--- src/rtl/dc_pkg.sv ---
// Shared types and default constants for the dc MMCM phase-shift controller.
package dc_pkg;

   typedef enum logic [1:0] {
      PS_IDLE,
      PS_ISSUE,
      PS_WAIT,
      PS_SETTLE
   } ps_state_t;

   localparam int unsigned PEND_WIDTH_DEF  = 6;
   localparam int unsigned POS_WIDTH_DEF   = 16;
   localparam int unsigned SETTLE_CYC_DEF  = 8;
   localparam int unsigned TIMEOUT_CYC_DEF = 1024;

   // Bits needed to count 0 .. max(a,b)-1 in the shared wait/settle counter.
   function automatic int unsigned cnt_width(input int unsigned a, input int unsigned b);
      int unsigned m;
      m = (a > b) ? a : b;
      return (m < 2) ? 1 : $clog2(m);
   endfunction

endpackage

--- src/rtl/mmcm_ps_ctrl.sv ---
// Nets phase step requests into a saturating signed backlog and issues them one at a
// time on the MMCM dynamic phase-shift port, tracking applied position and errors.
module mmcm_ps_ctrl
   import dc_pkg::*;
#(
   parameter int unsigned PEND_WIDTH  = PEND_WIDTH_DEF,
   parameter int unsigned POS_WIDTH   = POS_WIDTH_DEF,
   parameter int unsigned SETTLE_CYC  = SETTLE_CYC_DEF,
   parameter int unsigned TIMEOUT_CYC = TIMEOUT_CYC_DEF
) (
   input  logic                         clk,
   input  logic                         rst_n,
   input  logic                         ena,
   input  logic                         ph_inc,
   input  logic                         ph_dec,
   output logic                         psen,
   output logic                         psincdec,
   input  logic                         psdone,
   output logic                         busy,
   output logic signed [POS_WIDTH-1:0]  pos,
   output logic signed [PEND_WIDTH-1:0] pending,
   output logic                         err_timeout,
   output logic                         err_ovf,
   input  logic                         clr
);

   localparam int unsigned PX    = PEND_WIDTH + 1;
   localparam int unsigned CNT_W = cnt_width(SETTLE_CYC, TIMEOUT_CYC);

   localparam logic signed [PX-1:0] ONE   = PX'(1);
   localparam logic signed [PX-1:0] MONE  = -ONE;
   localparam logic signed [PX-1:0] PMAX  = PX'((1 << (PEND_WIDTH - 1)) - 1);
   localparam logic [CNT_W-1:0]     TMO_LAST    = CNT_W'(TIMEOUT_CYC - 1);
   localparam logic [CNT_W-1:0]     SETTLE_LAST = CNT_W'(SETTLE_CYC - 1);

   ps_state_t                    state_q;
   logic signed [PEND_WIDTH-1:0] pending_q, pending_d;
   logic signed [POS_WIDTH-1:0]  pos_q;
   logic [CNT_W-1:0]             cnt_q;
   logic                         psen_q, dir_q, tmo_q, ovf_q;

   logic                         issue_c, drop_c, done_c, tmo_c;
   logic signed [PX-1:0]         pend_x, step_x, req_x, base_x, sum_x;

   // Backlog next value: issued step and new request are netted in the same cycle.
   always_comb begin
      issue_c = (state_q == PS_IDLE) && ena && (pending_q != '0);
      pend_x  = {pending_q[PEND_WIDTH-1], pending_q};
      step_x  = '0;
      if (issue_c) begin
         step_x = pending_q[PEND_WIDTH-1] ? ONE : MONE;
      end
      req_x = '0;
      if (ph_inc && !ph_dec) begin
         req_x = ONE;
      end else if (ph_dec && !ph_inc) begin
         req_x = MONE;
      end
      base_x    = pend_x + step_x;
      sum_x     = base_x + req_x;
      drop_c    = (sum_x > PMAX) || (sum_x < -PMAX);
      pending_d = drop_c ? base_x[PEND_WIDTH-1:0] : sum_x[PEND_WIDTH-1:0];
      if (!ena) begin
         pending_d = '0;
         drop_c    = 1'b0;
      end
      done_c = (state_q == PS_WAIT) && psdone;
      tmo_c  = (state_q == PS_WAIT) && !psdone && (cnt_q == TMO_LAST);
   end

   always_ff @(posedge clk or negedge rst_n) begin
      if (!rst_n) begin
         state_q   <= PS_IDLE;
         pending_q <= '0;
         pos_q     <= '0;
         cnt_q     <= '0;
         psen_q    <= 1'b0;
         dir_q     <= 1'b0;
         tmo_q     <= 1'b0;
         ovf_q     <= 1'b0;
      end else begin
         pending_q <= pending_d;
         psen_q    <= 1'b0;
         case (state_q)
            PS_IDLE: begin
               if (issue_c) begin
                  state_q <= PS_ISSUE;
                  psen_q  <= 1'b1;
                  dir_q   <= ~pending_q[PEND_WIDTH-1];
               end
               cnt_q <= '0;
            end
            PS_ISSUE: begin
               state_q <= PS_WAIT;
               cnt_q   <= '0;
            end
            PS_WAIT: begin
               if (done_c || tmo_c) begin
                  state_q <= PS_SETTLE;
                  cnt_q   <= '0;
               end else begin
                  cnt_q <= cnt_q + CNT_W'(1);
               end
            end
            PS_SETTLE: begin
               if (cnt_q == SETTLE_LAST) begin
                  state_q <= PS_IDLE;
                  cnt_q   <= '0;
               end else begin
                  cnt_q <= cnt_q + CNT_W'(1);
               end
            end
            default: begin
               state_q <= PS_IDLE;
               cnt_q   <= '0;
            end
         endcase
         // clr takes priority over a coinciding completion or error.
         if (clr) begin
            pos_q <= '0;
            tmo_q <= 1'b0;
            ovf_q <= 1'b0;
         end else begin
            if (done_c) begin
               pos_q <= dir_q ? pos_q + POS_WIDTH'(1) : pos_q - POS_WIDTH'(1);
            end
            if (tmo_c) begin
               tmo_q <= 1'b1;
            end
            if (drop_c) begin
               ovf_q <= 1'b1;
            end
         end
      end
   end

   assign psen        = psen_q;
   assign psincdec    = dir_q;
   assign pos         = pos_q;
   assign pending     = pending_q;
   assign err_timeout = tmo_q;
   assign err_ovf     = ovf_q;
   assign busy        = (state_q != PS_IDLE) || (pending_q != '0);

endmodule

--- config.mk ---
export PLATFORM = sky130hd
export DESIGN_NAME = mmcm_ps_ctrl
export DESIGN_NICKNAME = d
export VERILOG_FILES = /design/src/rtl/dc_pkg.sv /design/src/rtl/mmcm_ps_ctrl.sv
export SDC_FILE = /design/constraint.sdc
export NUM_CORES = 1
export LEC_CHECK = 0
export ABC_AREA = 1
export CORE_ASPECT_RATIO = 0.9
export CORE_MARGIN = 2
export CORE_UTILIZATION = 25
export CTS_CLUSTER_SIZE = 12
export DETAILED_ROUTE_END_ITERATION = 16
export SETUP_SLACK_MARGIN = 0.3
export SYNTH_ARGS = -nofsm -noshare
export SYNTH_HDL_FRONTEND = slang
export SYNTH_SLANG_ARGS = --single-unit
--- constraint.sdc ---
create_clock -name clk -period 3.12 [get_ports clk]
set_input_delay 0.468 -clock clk [delete_from_list [all_inputs] [get_ports clk]]
set_output_delay 0.468 -clock clk [all_outputs]
set_load 0.05 [all_outputs]
# Word level (Yosys, flattened, before mapping)
# Index checks and enable logic that the tools add are counted.
# classes
n_addsub	5
n_lt_le_gt_ge	2
eq_ne	8
muxes	23
bitwise	1
n_reduce_logical	22
# ops
operator	n
16-bit two-way mux	3
10-bit case mux with 3 select lines	1
7-bit two-way mux	4
10-bit two-way mux	2
16-bit by 2-bit adder with 16-bit output (second input constant)	1
16-bit by 2-bit subtractor with 16-bit output (second input constant)	1
6-bit two-way mux	2
10-bit by 1-bit adder with 10-bit output (second input constant)	1
10-bit equality test (second input constant)	1
10-bit by 3-bit equality test with 1-bit output (second input constant)	1
2-bit case mux with 4 select lines	1
2-bit nonzero test	4
6-bit by 7-bit adder with 7-bit output	1
7-bit adder	1
7-bit by 6-bit greater-than comparator with 1-bit output (second input constant)	1
1-bit logical AND	7
7-bit by 6-bit < comparator with 1-bit output (second input constant)	1
1-bit two-way mux	7
2-bit two-way mux	3
6-bit nonzero test	1
2-bit equality test (second input constant)	2
2-bit != test (second input constant)	2
1-bit logical NOT	3
1-bit logical OR	3
7 further kinds	7
# totals
register_bits	38
inputBits	7
out_inout_bits	27
wordCells	69

# Logic depth before layout (Yosys ltp)
# logic_depth
ltp_word	11
depth_mapped	28
ltp_nobuf	28

# Least setup slack after synthesis
# Ideal clock, no wire load.
# synth_timing
path_type	register -> register
start	register pending_q[2] (netlist: pending[2])
end	register pending_q[1] (netlist: pending[1])
setup_ns	0.117
t_arrival_ns	3.276
required_ns	3.003
setup_slack_ns	-0.272
stages_incl_launch_ff	25
path_buffers	0
synth_period_minus_slack_ns	3.392
cell_sequence	dfrtp_1 > nor2_2 > nand3_4 > nand3_4 > inv_1 > ha_1 > inv_1 > nor2_1 > nor2_1 > nand2_2 > or2_2 > nand2_1 > inv_1 > ha_1 > a21o_1 > a31oi_1 > inv_1 > nand2_1 > nand2_1 > inv_1 > nand3_2 > nand3_2 > nand2_2 > nor2_1 > nor2_1
# synth_via
elab_chain_len	9
word_cells_on_any_way	10
classes_between	add/sub: 2; order compare: 2; mux: 3; reduce/logical: 3
# synth_rtl
element	line_no	source
from (decl)	mmcm_ps_ctrl.sv:37	logic signed [PEND_WIDTH-1:0] pending_q, pending_d;
from (signal assigned)	mmcm_ps_ctrl.sv:82	pending_q <= pending_d;
6-bit nonzero test	mmcm_ps_ctrl.sv:47	issue_c = (state_q == PS_IDLE) && ena && (pending_q != '0);
1-bit logical AND	mmcm_ps_ctrl.sv:47	
7-bit two-way mux	mmcm_ps_ctrl.sv:50	if (issue_c) begin
6-bit by 7-bit adder with 7-bit output *	mmcm_ps_ctrl.sv:59	base_x = pend_x + step_x;
7-bit adder	mmcm_ps_ctrl.sv:60	sum_x = base_x + req_x;
7-bit by 6-bit greater-than comparator with 1-bit output or 7-bit by 6-bit < comparator with 1-bit output (tied branches)	mmcm_ps_ctrl.sv:61	drop_c = (sum_x > PMAX) || (sum_x < -PMAX);
1-bit logical OR	mmcm_ps_ctrl.sv:61	
6-bit two-way mux *	mmcm_ps_ctrl.sv:62	pending_d = drop_c ? base_x[PEND_WIDTH-1:0] : sum_x[PEND_WIDTH-1:0];
6-bit two-way mux *	mmcm_ps_ctrl.sv:63	if (!ena) begin
net pending_d[1]	mmcm_ps_ctrl.sv:37	
# Mark *: on every way through the listed nets, which the timed path passes. The rest lies on a longest branch.
# A chain may end at the register's enable or synchronous reset.

# Worst setup path in the final report
# layout_timing
start	register state_q[1]
end	register pending_q[0] (netlist: pending[0])
# layout_via
elab_chain_len	10
word_cells_on_any_way	11
classes_between	add/sub: 2; order compare: 2; mux: 3; reduce/logical: 4
# layout_rtl
element	line_no	source
from (decl)	mmcm_ps_ctrl.sv:36	ps_state_t state_q;
from (signal assigned)	mmcm_ps_ctrl.sv:73	state_q <= PS_IDLE;
from (signal assigned)	mmcm_ps_ctrl.sv:87	state_q <= PS_ISSUE;
from (signal assigned)	mmcm_ps_ctrl.sv:94	state_q <= PS_WAIT;
2-bit logical NOT *	mmcm_ps_ctrl.sv:47	
1-bit logical AND * (2 in a row)	mmcm_ps_ctrl.sv:47	
7-bit two-way mux *	mmcm_ps_ctrl.sv:50	
6-bit by 7-bit adder with 7-bit output *	mmcm_ps_ctrl.sv:59	
7-bit adder	mmcm_ps_ctrl.sv:60	
7-bit by 6-bit greater-than comparator with 1-bit output or 7-bit by 6-bit < comparator with 1-bit output (tied branches)	mmcm_ps_ctrl.sv:61	
1-bit logical OR	mmcm_ps_ctrl.sv:61	
6-bit two-way mux *	mmcm_ps_ctrl.sv:62	
6-bit two-way mux *	mmcm_ps_ctrl.sv:63	
net pending_d[0]	mmcm_ps_ctrl.sv:37	
# Marks and branches as above.

==> impl_metrics.py <==
metrics = {
    "yosys": {
        "syn_inst": 391,
        "synth_adder_area_share": 0.1471,
        "netlist_area_um2": 2994,
        "yosysTopAreaCell": "dfrtp_1",
        "synth_simple_gate_area_frac": 0.3021,
        "ys_ff_latch": 38,
        "ys_warn_count": 0,
        "muxShareOfSynthArea": 0,
        "synth_top_family_by_area": "simple AND/OR/NAND/NOR gates",
        "synth_xor_area_frac": 0.04639,
        "syn_nets": 432,
        "synth_compound_area_frac": 0.1032,
        "seq_area_frac_synth": 0.3176,
        "synth_cell_types": 41,
        "syn_area_per_cell_um2": 7.658,
        "synthTopCellsByArea": "dfrtp_1 32%, ha_1 13%, nand2_1 9.0%, inv_1 7.3%, nand3_1 5.2%",
        "netlist.area_leader.share": 0.3176,
    },
    "power": {
        "power_w": 0.004329,
        "swShare": 0.4881,
        "clkPwrFrac": 0.119,
        "seqPwrFrac": 0.171,
        "power_density_nw_per_um2": 1009,
        "combPwrFrac": 0.710,
        "ir_worst_vdd_v": 0.0004237,
        "p_switching_w": 0.002113,
        "leakagePower_nw": 2.092,
        "intPower_w": 0.002216,
    },
    "grt": {
        "antenna_found_initial": 0,
        "grt_max_degree": 39,
        "grt_usage": 0.1270,
        "grt_pass1_wl_um": 13190,
        "overflow": 0,
        "grt_pass1_vias": 2792,
    },
    "status": {
        "status": "finished, violations left",
        "violations": "negative setup slack",
    },
    "placement": {
        "place_hpwl_um": 5712,
        "place.gp.congestion": 0.8537,
        "post-place-ws_ps": -455.4,
        "port_buffers": 33,
    },
    "cells_and_area": {
        "insertedDiodeCount": 0,
        "syn_to_final_growth_pct": 43.33,
        "final_common_cell": "nand2_1",
        "drive_gt1_frac": 0.2762,
        "layout.nets": 519,
        "fillers": 1169,
        "layout_common_cells": "65 x nand2_1, 51 x buf_4, 48 x inv_1",
        "postLayoutCoreUtil": 0.3708,
    },
    "timing": {
        "worstMarginPinSlew_ps": 911.0,
        "period_share": 1.015,
        "rsz0062_at_grt": "true",
        "timing.fmax_ghz": 0.3157,
        "holdWs_ps": 312.7,
        "setup_violations": 4,
        "clock_skew_ps": 10.05,
        "slew_viol_final": 0,
        "fin_ws_ps": -47.27,
        "fin_crit_ps": 3167,
        "relSlewSlack": 0.3927,
        "finalHoldViolCount": 0,
    },
    "clocking": {
        "clkSlewWorstSetupHoldPaths_ps": 60,
        "cts_tree": "done",
        "numCtsBuffers": 5,
        "clockRootBuffer": "clkbuf_16",
        "worstSkewPairLatency_ps": 290,
        "cts_buffer_depth": 2,
        "cts_sinks": 38,
        "cts_max_level": 2,
    },
    "route": {
        "vias_per_cell": 4.409,
        "routedWlPerCell_um": 12.17,
        "drtIter0Drc": 212,
        "vias": 2795,
        "first_pass_iters": 5,
        "postRouteAntennaNets": 0,
        "finalWirelength_um": 7714,
        "drc": 0,
    },
    "die": {
        "start_util": 0.2587,
        "pin_count": 34,
        "core_area_um2": 11570,
        "fp.dieW_um": 119.4,
        "dieArea_um2": 12870,
        "fp-row-count": 37,
        "die_height_um": 107.8,
    },
    "min_path": {
        "min_path_type": "in -> async",
    },
    "worst_setup_path": {
        "cp-end-kind": "register",
        "worst_ep_required_time_ps": 3290,
        "crit_path_max_fanout": 5,
        "arrival_ps": 3340,
        "crit_type": "reg -> reg",
        "cp-start-kind": "register",
    },
    "job": {
        "cap_violations": 0,
    },
}
[layout make-up]
cell class                      count  area (um2)  share of cell area
Clock buffer                        7       142.6             0.03324
Inverter                           61       241.5             0.05627
Multi-Input combinational cell    288        2047              0.4770
Sequential cell                    38       958.4              0.2233
Tap cell                          156       195.2             0.04548
Timing Repair Buffer               84       706.9              0.1647
[power by group through the flow]
stage               clock (W)  sequential, W  combinational (W)
global route         0.000552       0.000758            0.00341
CTS                  0.000535       0.000741            0.00294
finish               0.000513       0.000741            0.00308
global placement            0       0.000748            0.00266
detailed placement          0       0.000751            0.00271
floorplan                   0        0.00108            0.00154
[worst paths after layout]
check / slack [ps] / cells past startpoint / startpoint / end
setup reg to reg: -50 / 25 / state_q[1]$_DFFE_PN0P_ / pending[0]$_DFF_PN0_
setup / recovery: -50 / 25 / state_q[1]$_DFFE_PN0P_ / pending[0]$_DFF_PN0_
max in group asynchronous: 2180 / 1 / rst_n / pending[2]$_DFF_PN0_
hold reg to reg: 450 / 1 / cnt_q[0]$_DFF_PN0_ / cnt_q[0]$_DFF_PN0_
hold / removal: 310 / 1 / rst_n / pos[2]$_DFFE_PN0P_
min in group clk: 450 / 1 / cnt_q[0]$_DFF_PN0_ / cnt_q[0]$_DFF_PN0_
[layer usage]
metal  vias up  global-route usage  wire length [um]
li1       1455                   -                 -
met2        47              0.2245              3758
met3         7             0.02542               226
met4         0             0.02773                63
met1      1286              0.1604              3666
met5         -                   0                 0
[Yosys cell counts (all sizes together)]
| library cell | instances |
|---|---|
| o41ai | 1 |
| o211ai | 1 |
| inv | 59 |
| o21a | 1 |
| dfrtp | 38 |
| and3 | 1 |
| a21boi | 1 |
| o31ai | 3 |
| o21bai | 2 |
| nand3 | 39 |
| buf | 2 |
| o21ai | 13 |
| clkinv | 2 |
| nand4 | 9 |
| o22ai | 1 |
| a32o | 1 |
| xnor2 | 5 |
| xor2 | 10 |
| or2 | 2 |
| nand2 | 82 |
| nor2 | 43 |
| a21oi | 25 |
| fa | 2 |
| clkbuf | 2 |
| a21o | 2 |
| nand3b | 2 |
| nor3b | 1 |
| nor3 | 6 |
| a31oi | 3 |
| ha | 32 |
[registers in the layout (all words and copies together), names as in the netlist]
signal	flops
psincdec	1
pending	6
psen	1
pos	16
state_q	2
cnt_q	10
err_timeout	1
err_ovf	1
[metrics by stage]
stage                     setup TNS [ps]  cell area [um2]  instances
final                             -128.3             4292        634
after global routing               -1590             4292        634
after CTS                              0             4188        630
after detailed placement           -3012             3862        612
after global placement             -2736             3862        612
after floorplan                        0             3092        391
[cells by family after synthesis]
group,count (synthesis)
AOI/OAI and AO/OA,54
xor gates and xnor gates,15
adders and majority gates,34
buffers and inverters,65
DFF,38
and+or+nand+nor,185
[worst max-delay path: stages (launching register included)]
cell and delay (ps):
dfrtp_1 390, inv_2 90, ha_4 150, nand2_4 50, clkinv_4 60, nand3_4 120, inv_4 100, ha_4 200
a21o_1 160, a31oi_2 170, nand2_1 90, nand2_1 70, nand2_2 60, inv_2 70, ha_4 190, a21o_1 160
a31oi_2 160, inv_1 70, nand2_2 80, nand2_4 70, inv_4 80, nand3_4 80, nand3_4 140, nand2_4 90
nor2_1 110, nor2_1 40
[what timing repair did]
| action | CTS | global route |
|---|---|---|
| buffers inserted | 11 | 4 |
| hold buffers | 0 | 0 |
| pin swaps | 27 | 11 |
| setup endpoints to repair | 7 | 7 |
| gates resized for setup | 22 | 17 |
| hold endpoints to repair | 0 | 0 |
No activity file was read; power rests on OpenSTA's default activity.
